===== src/rtl/filter_seq_ctrl_if.sv =====
// Strobe/handshake bundle between filter_seq_ctrl (master) and the filter datapath plus downstream consumer (slave).
interface filter_seq_ctrl_if #(
  parameter int AW = 6
);
  logic          sampleEn;
  logic          wrEn;
  logic [AW-1:0] wrAddr;
  logic [AW-1:0] rdAddr;
  logic          accClr;
  logic          accEn;
  logic          outLoad;
  logic          outVld;
  logic          outRdy;

  modport master (
    output sampleEn, wrEn, wrAddr, rdAddr, accClr, accEn, outLoad, outVld,
    input  outRdy
  );

  modport slave (
    input  sampleEn, wrEn, wrAddr, rdAddr, accClr, accEn, outLoad, outVld,
    output outRdy
  );
endinterface


===== src/rtl/filter_seq_ctrl.sv =====
// Sequencer for the second-difference filter and window averager: decimation strobe, write pointer, read sweep, output handshake.
// Optional build macro FILL_SKIP_EN: request a sweep on every write, even before the window has been filled once.
module filter_seq_ctrl #(
  parameter int DECIM    = 64,
  parameter int DEPTH    = 64,
  parameter int AW       = 6,
  parameter int FILT_LAT = 2
) (
  input  logic               i_clk,
  input  logic               i_rst,
  input  logic               i_en,
  filter_seq_ctrl_if.master  bus,
  output logic               o_full,
  output logic               o_overrun
);

  typedef enum logic [2:0] {IDLE, CLR, ACC, LOAD, HOLD} state_t;

  state_t              r_state;
  logic [15:0]         r_cnt;
  logic [FILT_LAT-1:0] r_filPipe;
  logic [AW-1:0]       r_wrAddr;
  logic [AW-1:0]       r_rdAddr;
  logic                r_full;
  logic                r_overrun;
  logic                r_accClr;
  logic                r_accEn;
  logic                r_outLoad;
  logic                r_outVld;

  logic                w_sampleEn;
  logic                w_wrEn;
  logic                w_lastWrite;
  logic                w_req;
  logic                w_busy;

  assign w_sampleEn  = i_en && (r_cnt == 16'(DECIM - 1));
  assign w_wrEn      = r_filPipe[FILT_LAT-1];
  assign w_lastWrite = (r_wrAddr == AW'(DEPTH - 1));

`ifdef FILL_SKIP_EN
  assign w_req = w_wrEn;
`else
  assign w_req = w_wrEn && (r_full || w_lastWrite);
`endif

  // A request arriving while a sweep is running, or while a result is still unaccepted, is dropped.
  assign w_busy = (r_state == CLR) || (r_state == ACC) || (r_state == LOAD) ||
                  ((r_state == HOLD) && !bus.outRdy);

  always_ff @(posedge i_clk) begin
    if (i_rst) begin
      r_cnt     <= '0;
      r_filPipe <= '0;
      r_wrAddr  <= '0;
      r_full    <= 1'b0;
    end else begin
      if (i_en) begin
        r_cnt <= w_sampleEn ? 16'd0 : r_cnt + 16'd1;
      end
      r_filPipe <= (r_filPipe << 1) | FILT_LAT'(w_sampleEn);
      if (w_wrEn) begin
        r_wrAddr <= r_wrAddr + AW'(1);
        if (w_lastWrite) begin
          r_full <= 1'b1;
        end
      end
    end
  end

  always_ff @(posedge i_clk) begin
    if (i_rst) begin
      r_state   <= IDLE;
      r_rdAddr  <= '0;
      r_accClr  <= 1'b0;
      r_accEn   <= 1'b0;
      r_outLoad <= 1'b0;
      r_outVld  <= 1'b0;
      r_overrun <= 1'b0;
    end else begin
      r_accClr  <= 1'b0;
      r_outLoad <= 1'b0;
      case (r_state)
        IDLE: begin
          if (w_req) begin
            r_state  <= CLR;
            r_accClr <= 1'b1;
          end
        end
        CLR: begin
          r_state  <= ACC;
          r_accEn  <= 1'b1;
          r_rdAddr <= '0;
        end
        ACC: begin
          if (r_rdAddr == AW'(DEPTH - 1)) begin
            r_state   <= LOAD;
            r_accEn   <= 1'b0;
            r_outLoad <= 1'b1;
          end else begin
            r_rdAddr <= r_rdAddr + AW'(1);
          end
        end
        LOAD: begin
          r_state  <= HOLD;
          r_outVld <= 1'b1;
        end
        HOLD: begin
          // Acceptance and a new request in the same cycle chain straight into the next sweep.
          if (bus.outRdy) begin
            r_outVld <= 1'b0;
            if (w_req) begin
              r_state  <= CLR;
              r_accClr <= 1'b1;
            end else begin
              r_state <= IDLE;
            end
          end
        end
        default: r_state <= IDLE;
      endcase
      if (w_req && w_busy) begin
        r_overrun <= 1'b1;
      end
    end
  end

  assign bus.sampleEn = w_sampleEn;
  assign bus.wrEn     = w_wrEn;
  assign bus.wrAddr   = r_wrAddr;
  assign bus.rdAddr   = r_rdAddr;
  assign bus.accClr   = r_accClr;
  assign bus.accEn    = r_accEn;
  assign bus.outLoad  = r_outLoad;
  assign bus.outVld   = r_outVld;
  assign o_full       = r_full;
  assign o_overrun    = r_overrun;

endmodule

===== src/flat_wrapper.sv =====
// flat-port wrapper written by rule: the top's interface ports become plain ports
module filter_seq_ctrl_flat 
#(
  parameter int DECIM    = 64,
  parameter int DEPTH    = 64,
  parameter int AW       = 6,
  parameter int FILT_LAT = 2
)
  (i_clk, i_rst, i_en, o_full, o_overrun, bus_sampleEn, bus_wrEn, bus_wrAddr, bus_rdAddr, bus_accClr, bus_accEn, bus_outLoad, bus_outVld, bus_outRdy);
  filter_seq_ctrl_if #(.AW(AW)) bus_i ();
  input  logic i_clk;
  input  logic i_rst;
  input  logic i_en;
  output logic o_full;
  output logic o_overrun;
  output wire logic [$bits(bus_i.sampleEn)-1:0] bus_sampleEn;
  output wire logic [$bits(bus_i.wrEn)-1:0] bus_wrEn;
  output wire logic [$bits(bus_i.wrAddr)-1:0] bus_wrAddr;
  output wire logic [$bits(bus_i.rdAddr)-1:0] bus_rdAddr;
  output wire logic [$bits(bus_i.accClr)-1:0] bus_accClr;
  output wire logic [$bits(bus_i.accEn)-1:0] bus_accEn;
  output wire logic [$bits(bus_i.outLoad)-1:0] bus_outLoad;
  output wire logic [$bits(bus_i.outVld)-1:0] bus_outVld;
  input wire logic [$bits(bus_i.outRdy)-1:0] bus_outRdy;
  assign bus_sampleEn = bus_i.sampleEn;
  assign bus_wrEn = bus_i.wrEn;
  assign bus_wrAddr = bus_i.wrAddr;
  assign bus_rdAddr = bus_i.rdAddr;
  assign bus_accClr = bus_i.accClr;
  assign bus_accEn = bus_i.accEn;
  assign bus_outLoad = bus_i.outLoad;
  assign bus_outVld = bus_i.outVld;
  assign bus_i.outRdy = bus_outRdy;
  filter_seq_ctrl #(.DECIM(DECIM), .DEPTH(DEPTH), .AW(AW), .FILT_LAT(FILT_LAT)) u_core (.i_clk(i_clk), .i_rst(i_rst), .i_en(i_en), .bus(bus_i), .o_full(o_full), .o_overrun(o_overrun));
endmodule

===== config.mk =====
export PLATFORM = sky130hd
export DESIGN_NAME = filter_seq_ctrl_flat
export DESIGN_NICKNAME = d
export VERILOG_FILES = /design/src/rtl/filter_seq_ctrl_if.sv /design/src/rtl/filter_seq_ctrl.sv /design/src/flat_wrapper.sv
export SDC_FILE = /design/constraint.sdc
export NUM_CORES = 1
export LEC_CHECK = 0
export ABC_AREA = 1
export CAP_MARGIN = 20
export CORE_ASPECT_RATIO = 0.5
export CORE_MARGIN = 10
export CORE_UTILIZATION = 54
export CTS_CLUSTER_SIZE = 20
export DETAILED_ROUTE_END_ITERATION = 16
export GPL_ROUTABILITY_DRIVEN = 0
export HOLD_SLACK_MARGIN = 0.03
export PLACE_DENSITY_LB_ADDON = 0.05
export SETUP_SLACK_MARGIN = 0.3
export SLEW_MARGIN = 25
export SYNTH_ARGS = -nofsm -noshare
export SYNTH_HDL_FRONTEND = slang
export SYNTH_SLANG_ARGS = --single-unit
export TNS_END_PERCENT = 50

===== constraint.sdc =====
create_clock -name i_clk -period 1.4 [get_ports i_clk]
set_input_delay 0.28 -clock i_clk [delete_from_list [all_inputs] [get_ports i_clk]]
set_output_delay 0.28 -clock i_clk [all_outputs]
set_load 0.05 [all_outputs]

==> summary.md, run 1 <==
| Metric | Value |
|---|---|
| Syn Area/Cell | `7.01 um^2` |
| CTS H-tree lvls | `2` |
| I/O Buffers | `23` |
| Clk buf depth | `2` |
| Multiplexer area fraction after synthesis | `0%` |
| Synth Flop Type | `dfxtp_1` |
| Flop and latch count out of synthesis | `39` |
| Net Count, Synth | `268` |
| Die X | `102 um` |
| Row Count | `14` |
| Post-Syn Area | `0.00183 mm^2` |
| Tool error | `[ERROR DPL-0033] detailed placement checks failed during check placement.` |
| Area fraction in compound gates after synthesis | `9.02%` |
| Synth cell types | `26` |
| Clock sink count | `39` |
| Failed at | `clock tree synthesis (4_1_cts)` |
| Count of yosys warnings during synthesis | `0` |
| Height of the die | `61.2 um` |
| I/O pin count | `24` |
| Post-synthesis async set-or-reset flop share | `0%` |
| Post-CTS Setup Bufs | `21` |
| Initial Utilization | `58.7%` |
| Post-synthesis xor/xnor area fraction | `0.478%` |
| CTS Hold Bufs | `0` |
| Synth Area in Simple Gates | `37.1%` |
| Pre-CTS WS | `-0.440 ns` |
| CTS Buf Count | `5` |
| Resize count post-CTS | `81` |
| Clock root buffer | `clkbuf_8` |
| Syn Inst Count | `261` |
| Post-synthesis sequential area ratio | `42.7%` |
| Outcome | `stopped before the end` |
| Post-synth EDFFs | `0` |
| Post-synthesis adder-cell area fraction | `2.05%` |
| Main combinational cell family by area after synthesis | `simple AND/OR/NAND/NOR gates` |
| Final HPWL DP | `3500 um` |
-- synth_stat cells, types with 2 or more instances --
cell | count | area share (%)
dfxtp_1 | 39 | 43
a21oi_1 | 18 | 4.9
nand2_1 | 49 | 10
nand3_1 | 19 | 5.2
inv_1 | 36 | 7.4
nor2_1 | 44 | 9.0
nor3_1 | 14 | 3.8
nand4_1 | 2 | 0.68
a31oi_1 | 2 | 0.68
nand2_2 | 2 | 0.68
inv_2 | 2 | 0.41
ha_1 | 3 | 2.1
nand3b_1 | 2 | 0.82
or2_2 | 2 | 0.68
nor4_1 | 2 | 0.68
o21ai_0 | 11 | 3.0
nor2_4 | 5 | 3.1
-- through the flow --
step	hold WS (ns)	TNS [ns]	utilization [%]	instance area (um^2)	instances
3_5_place_dp	0.389	-3.33	81.6	2540	337
3_3_place_gp	0.384	-2.86	81.6	2540	337
2_1_floorplan	0.379	0	-	1960	261
-- kinds of logic after synthesis --
logic type      after synthesis
simple gates                145
buf+inv                      41
flops                        39
compound gates               32
fa+ha+maj                     3
xor+xnor                      1
==> inputs of run 2 (changes only) <==
--- a/config.mk
+++ b/config.mk
@@ -7,15 +7,11 @@
 export LEC_CHECK = 0
 export ABC_AREA = 1
 export CAP_MARGIN = 20
-export CORE_ASPECT_RATIO = 0.5
 export CORE_MARGIN = 10
-export CORE_UTILIZATION = 54
-export CTS_CLUSTER_SIZE = 20
+export CORE_UTILIZATION = 40
 export DETAILED_ROUTE_END_ITERATION = 16
 export GPL_ROUTABILITY_DRIVEN = 0
-export HOLD_SLACK_MARGIN = 0.03
-export PLACE_DENSITY_LB_ADDON = 0.05
-export SETUP_SLACK_MARGIN = 0.3
+export PLACE_DENSITY_LB_ADDON = 0.15
 export SLEW_MARGIN = 25
 export SYNTH_ARGS = -nofsm -noshare
 export SYNTH_HDL_FRONTEND = slang
==> summary.md, run 2 <==
| Metric | Value |
|---|---|
| Met2 Routed Length | `2320 um` |
| Outcome | `finished, violations left (was stopped before the end)` |
| Top sig layer | `met4` |
| Syn Area/Cell | `7.01 um^2 (unchanged)` |
| Max reg flops | `16` |
| Fin crit share | `117%` |
| Critical Path Slowest Stage Cell | `dfxtp_2` |
| Clock root buffer | `clkbuf_8 (unchanged)` |
| Antenna diodes | `0` |
| I/O pin count | `24 (unchanged)` |
| CTS Buf Count | `5 (unchanged)` |
| Height of the die | `87.7 um (was 61.2 um)` |
| Area taken by multi-input logic gates | `988 um^2` |
| Nets | `329` |
| Syn Inst Count | `261 (unchanged)` |
| Drt via density | `4.91` |
| Clk buf depth | `2 (unchanged)` |
| GRT Overall Usage | `12.5%` |
| Clock sink count | `39 (unchanged)` |
| Final setup vio count | `1` |
| Hold Violations, Final | `0` |
| Post-Route WL | `4510 um` |
| Maximum VDD drop | `0.568 mV` |
| Share of cells above drive strength 1 | `33.1%` |
| Slew @ Worst Pin | `0.304 ns` |
| Initial Utilization | `41.8% (was 58.7%)` |
| Worst slew margin | `79.7%` |
| Total power | `2.55 mW` |
| Area delta synth->final | `53.7%` |
| Worst Setup End Kind | `output pin` |
| Commonest non-fill, non-tap cell in the layout | `nand2_1` |
| DR iter-0 viols | `61` |
| Yosys top cell by area | `dfxtp_1 (unchanged)` |
| Post-synth EDFFs | `0 (unchanged)` |
| Initial antenna violation count | `0` |
| PD cells | `905 mW/mm^2` |
| Worst-skew pair later-pin latency | `0.29 ns` |
| Most common cell in the netlist | `nand2_1 (unchanged)` |
| Max-cap violations | `0` |
| Worst min-delay path class | `reg -> reg` |
| Most frequent cells in the layout | `44 x nand2_1, 41 x nor2_1, 34 x inv_1` |
| Synth top area cells | `dfxtp_1 43%, nand2_1 10%, nor2_1 9.0%, inv_1 7.4%, nand3_1 5.2% (unchanged)` |
| Reg area | `807 um^2` |
| Startpoint Class | `register` |
| Final worst slack | `-0.235 ns` |
| Count of yosys warnings during synthesis | `0 (unchanged)` |
| Setup CP Type | `reg -> out` |
| CP most frequent cell | `nor2_4` |
| Post-Syn Area | `0.00183 mm^2 (unchanged)` |
| Post-synthesis async set-or-reset flop share | `0% (unchanged)` |
| CP max FO | `3` |
| Arr. time, crit path | `1.35 ns` |
| Leak Pwr | `1.17 nW` |
| Largest net degree at the start of global routing | `18` |
| Tmin final | `1.63 ns` |
| Row Count | `24 (was 14)` |
| Die area | `0.00768 mm^2` |
| Share of the synthesized area in the top cell type | `42.7% (unchanged)` |
| TritonCTS clock tree | `built` |
| Most frequent cells after synthesis | `49 x nand2_1, 44 x nor2_1, 39 x dfxtp_1, 36 x inv_1, 19 x nand3_1 (unchanged)` |
| Synth Flop Type | `dfxtp_1 (unchanged)` |
| Post-Route Setup TNS | `-0.235 ns` |
| Pre-CTS WS | `-0.409 ns (was -0.440 ns)` |
| Synth cell types | `26 (unchanged)` |
| Routed wire per std cell | `12.0 um` |
| # fillers | `386` |
| Unrepaired setup endpoints after global routing | `true` |
| Post-synthesis sequential area ratio | `42.7% (unchanged)` |
| F_max | `0.612 GHz` |
| Failing checks | `negative setup slack` |
| Net Count, Synth | `268 (unchanged)` |
| Via Count | `1841` |
| Post-route ant nets | `0` |
| DRC errors left | `0` |
| Vias in the first global route | `1883` |
| Core area | `0.00438 mm^2` |
| Max Slew Vio Count | `0` |
| Met3 WL | `180 um` |
| Clock Pin Slew Worst Setup and Hold Paths | `0.08 ns` |
| Crit-path max cell delay | `0.34 ns` |
| Crit path required time | `1.12 ns` |
| Routed metal-1 wirelength | `1920 um` |
| Worst-path cell chain | `ha_2, nand2_2, nor2_4, inv_2, nor2_4, buf_12` |
| Gr ovfl total | `0` |
| I/O Buffers | `23 (unchanged)` |
| Die X | `87.7 um (was 102 um)` |
| First-pass GRT wire length | `7910 um` |
| Register with the most flip-flops | `u_core.r_cnt` |
| Final HPWL DP | `3320 um (was 3500 um)` |
| Skew final | `0.00365 ns` |
| Flop and latch count out of synthesis | `39 (unchanged)` |
| CTS H-tree lvls | `2 (unchanged)` |
| Router iterations before antenna repair | `4` |
[run 2: power by group]
group / internal (mW) / switching [mW] / total (mW)
clock network: 0.712 / 0.387 / 1.10
registers: 1.13 / 0.0163 / 1.15
logic: 0.129 / 0.170 / 0.299
total: 1.97 / 0.574 / 2.55
[run 2: cell type report]
cell class / instances / area share, %
Inverter: 38 / 5.07
Clock inverter: 2 / 2.14
Clock buffer: 6 / 2.58
Timing Repair Buffer: 56 / 24.1
Sequential cell: 39 / 28.7
Multi-Input combinational cell: 182 / 35.1
Tap cell: 52 / 2.31
[run 2: kinds of logic (layout without fill, tap and decap cells)]
family / count (synthesis) / after routing / share of synthesized area, %
compound gates: 32 / 32 / 9.02
buf+inv: 41 / 102 / 8.68
xor+xnor: 1 / 1 / 0.479
simple gates: 145 / 146 / 37.1
fa+ha+maj: 3 / 3 / 2.05
flops: 39 / 39 / 42.7
[run 2: worst paths after layout]
path	startpoint	to	slack [ns]	cells past startpoint
setup / recovery	u_core.r_cnt[0]	bus_sampleEn	-0.23	6
setup reg to reg	u_core.bus.rdAddr[0]	u_core.bus.rdAddr[0]	0.09	7
hold / removal	u_core.r_filPipe[0]	u_core.r_filPipe[1]	0.40	2
hold reg to reg	u_core.r_filPipe[0]	u_core.r_filPipe[1]	0.40	2
[run 2: worst max-delay path: cells and delay by family, from the launching register on]
| family | cells | cell delay, ns |
|---|---|---|
| buffers and inverters | 2 | 0.21 |
| DFF | 1 | 0.34 |
| adders and majority gates | 1 | 0.18 |
| and+or+nand+nor | 3 | 0.33 |
[run 2: routing by layer]
metal	track usage (%)	vias up
met3	3.44	8
met2	22.0	27
met1	13.3	840
li1	-	966
met5	0	-
met4	6.67	0
[run 2: metrics by stage]
step	hold WS [ns]	util (%)	instances	instance area (um^2)
floorplan	0.381	-	261	1850
global placement	0.385	57.7	359	2530
detailed placement	0.389	57.7	359	2530
CTS	0.402	61.4	369	2690
global route	0.443	64.2	375	2810
finish	0.401	64.2	375	2810
[run 2: repair_timing]
action	in CTS	in global routing
hold buffers	0	0
gates cloned	0	1
gates resized for setup	9	23
setup endpoints to repair	4	19
setup buffers	2	5
pin swaps	4	8
Note: power is estimated with default switching activity, not from simulation.
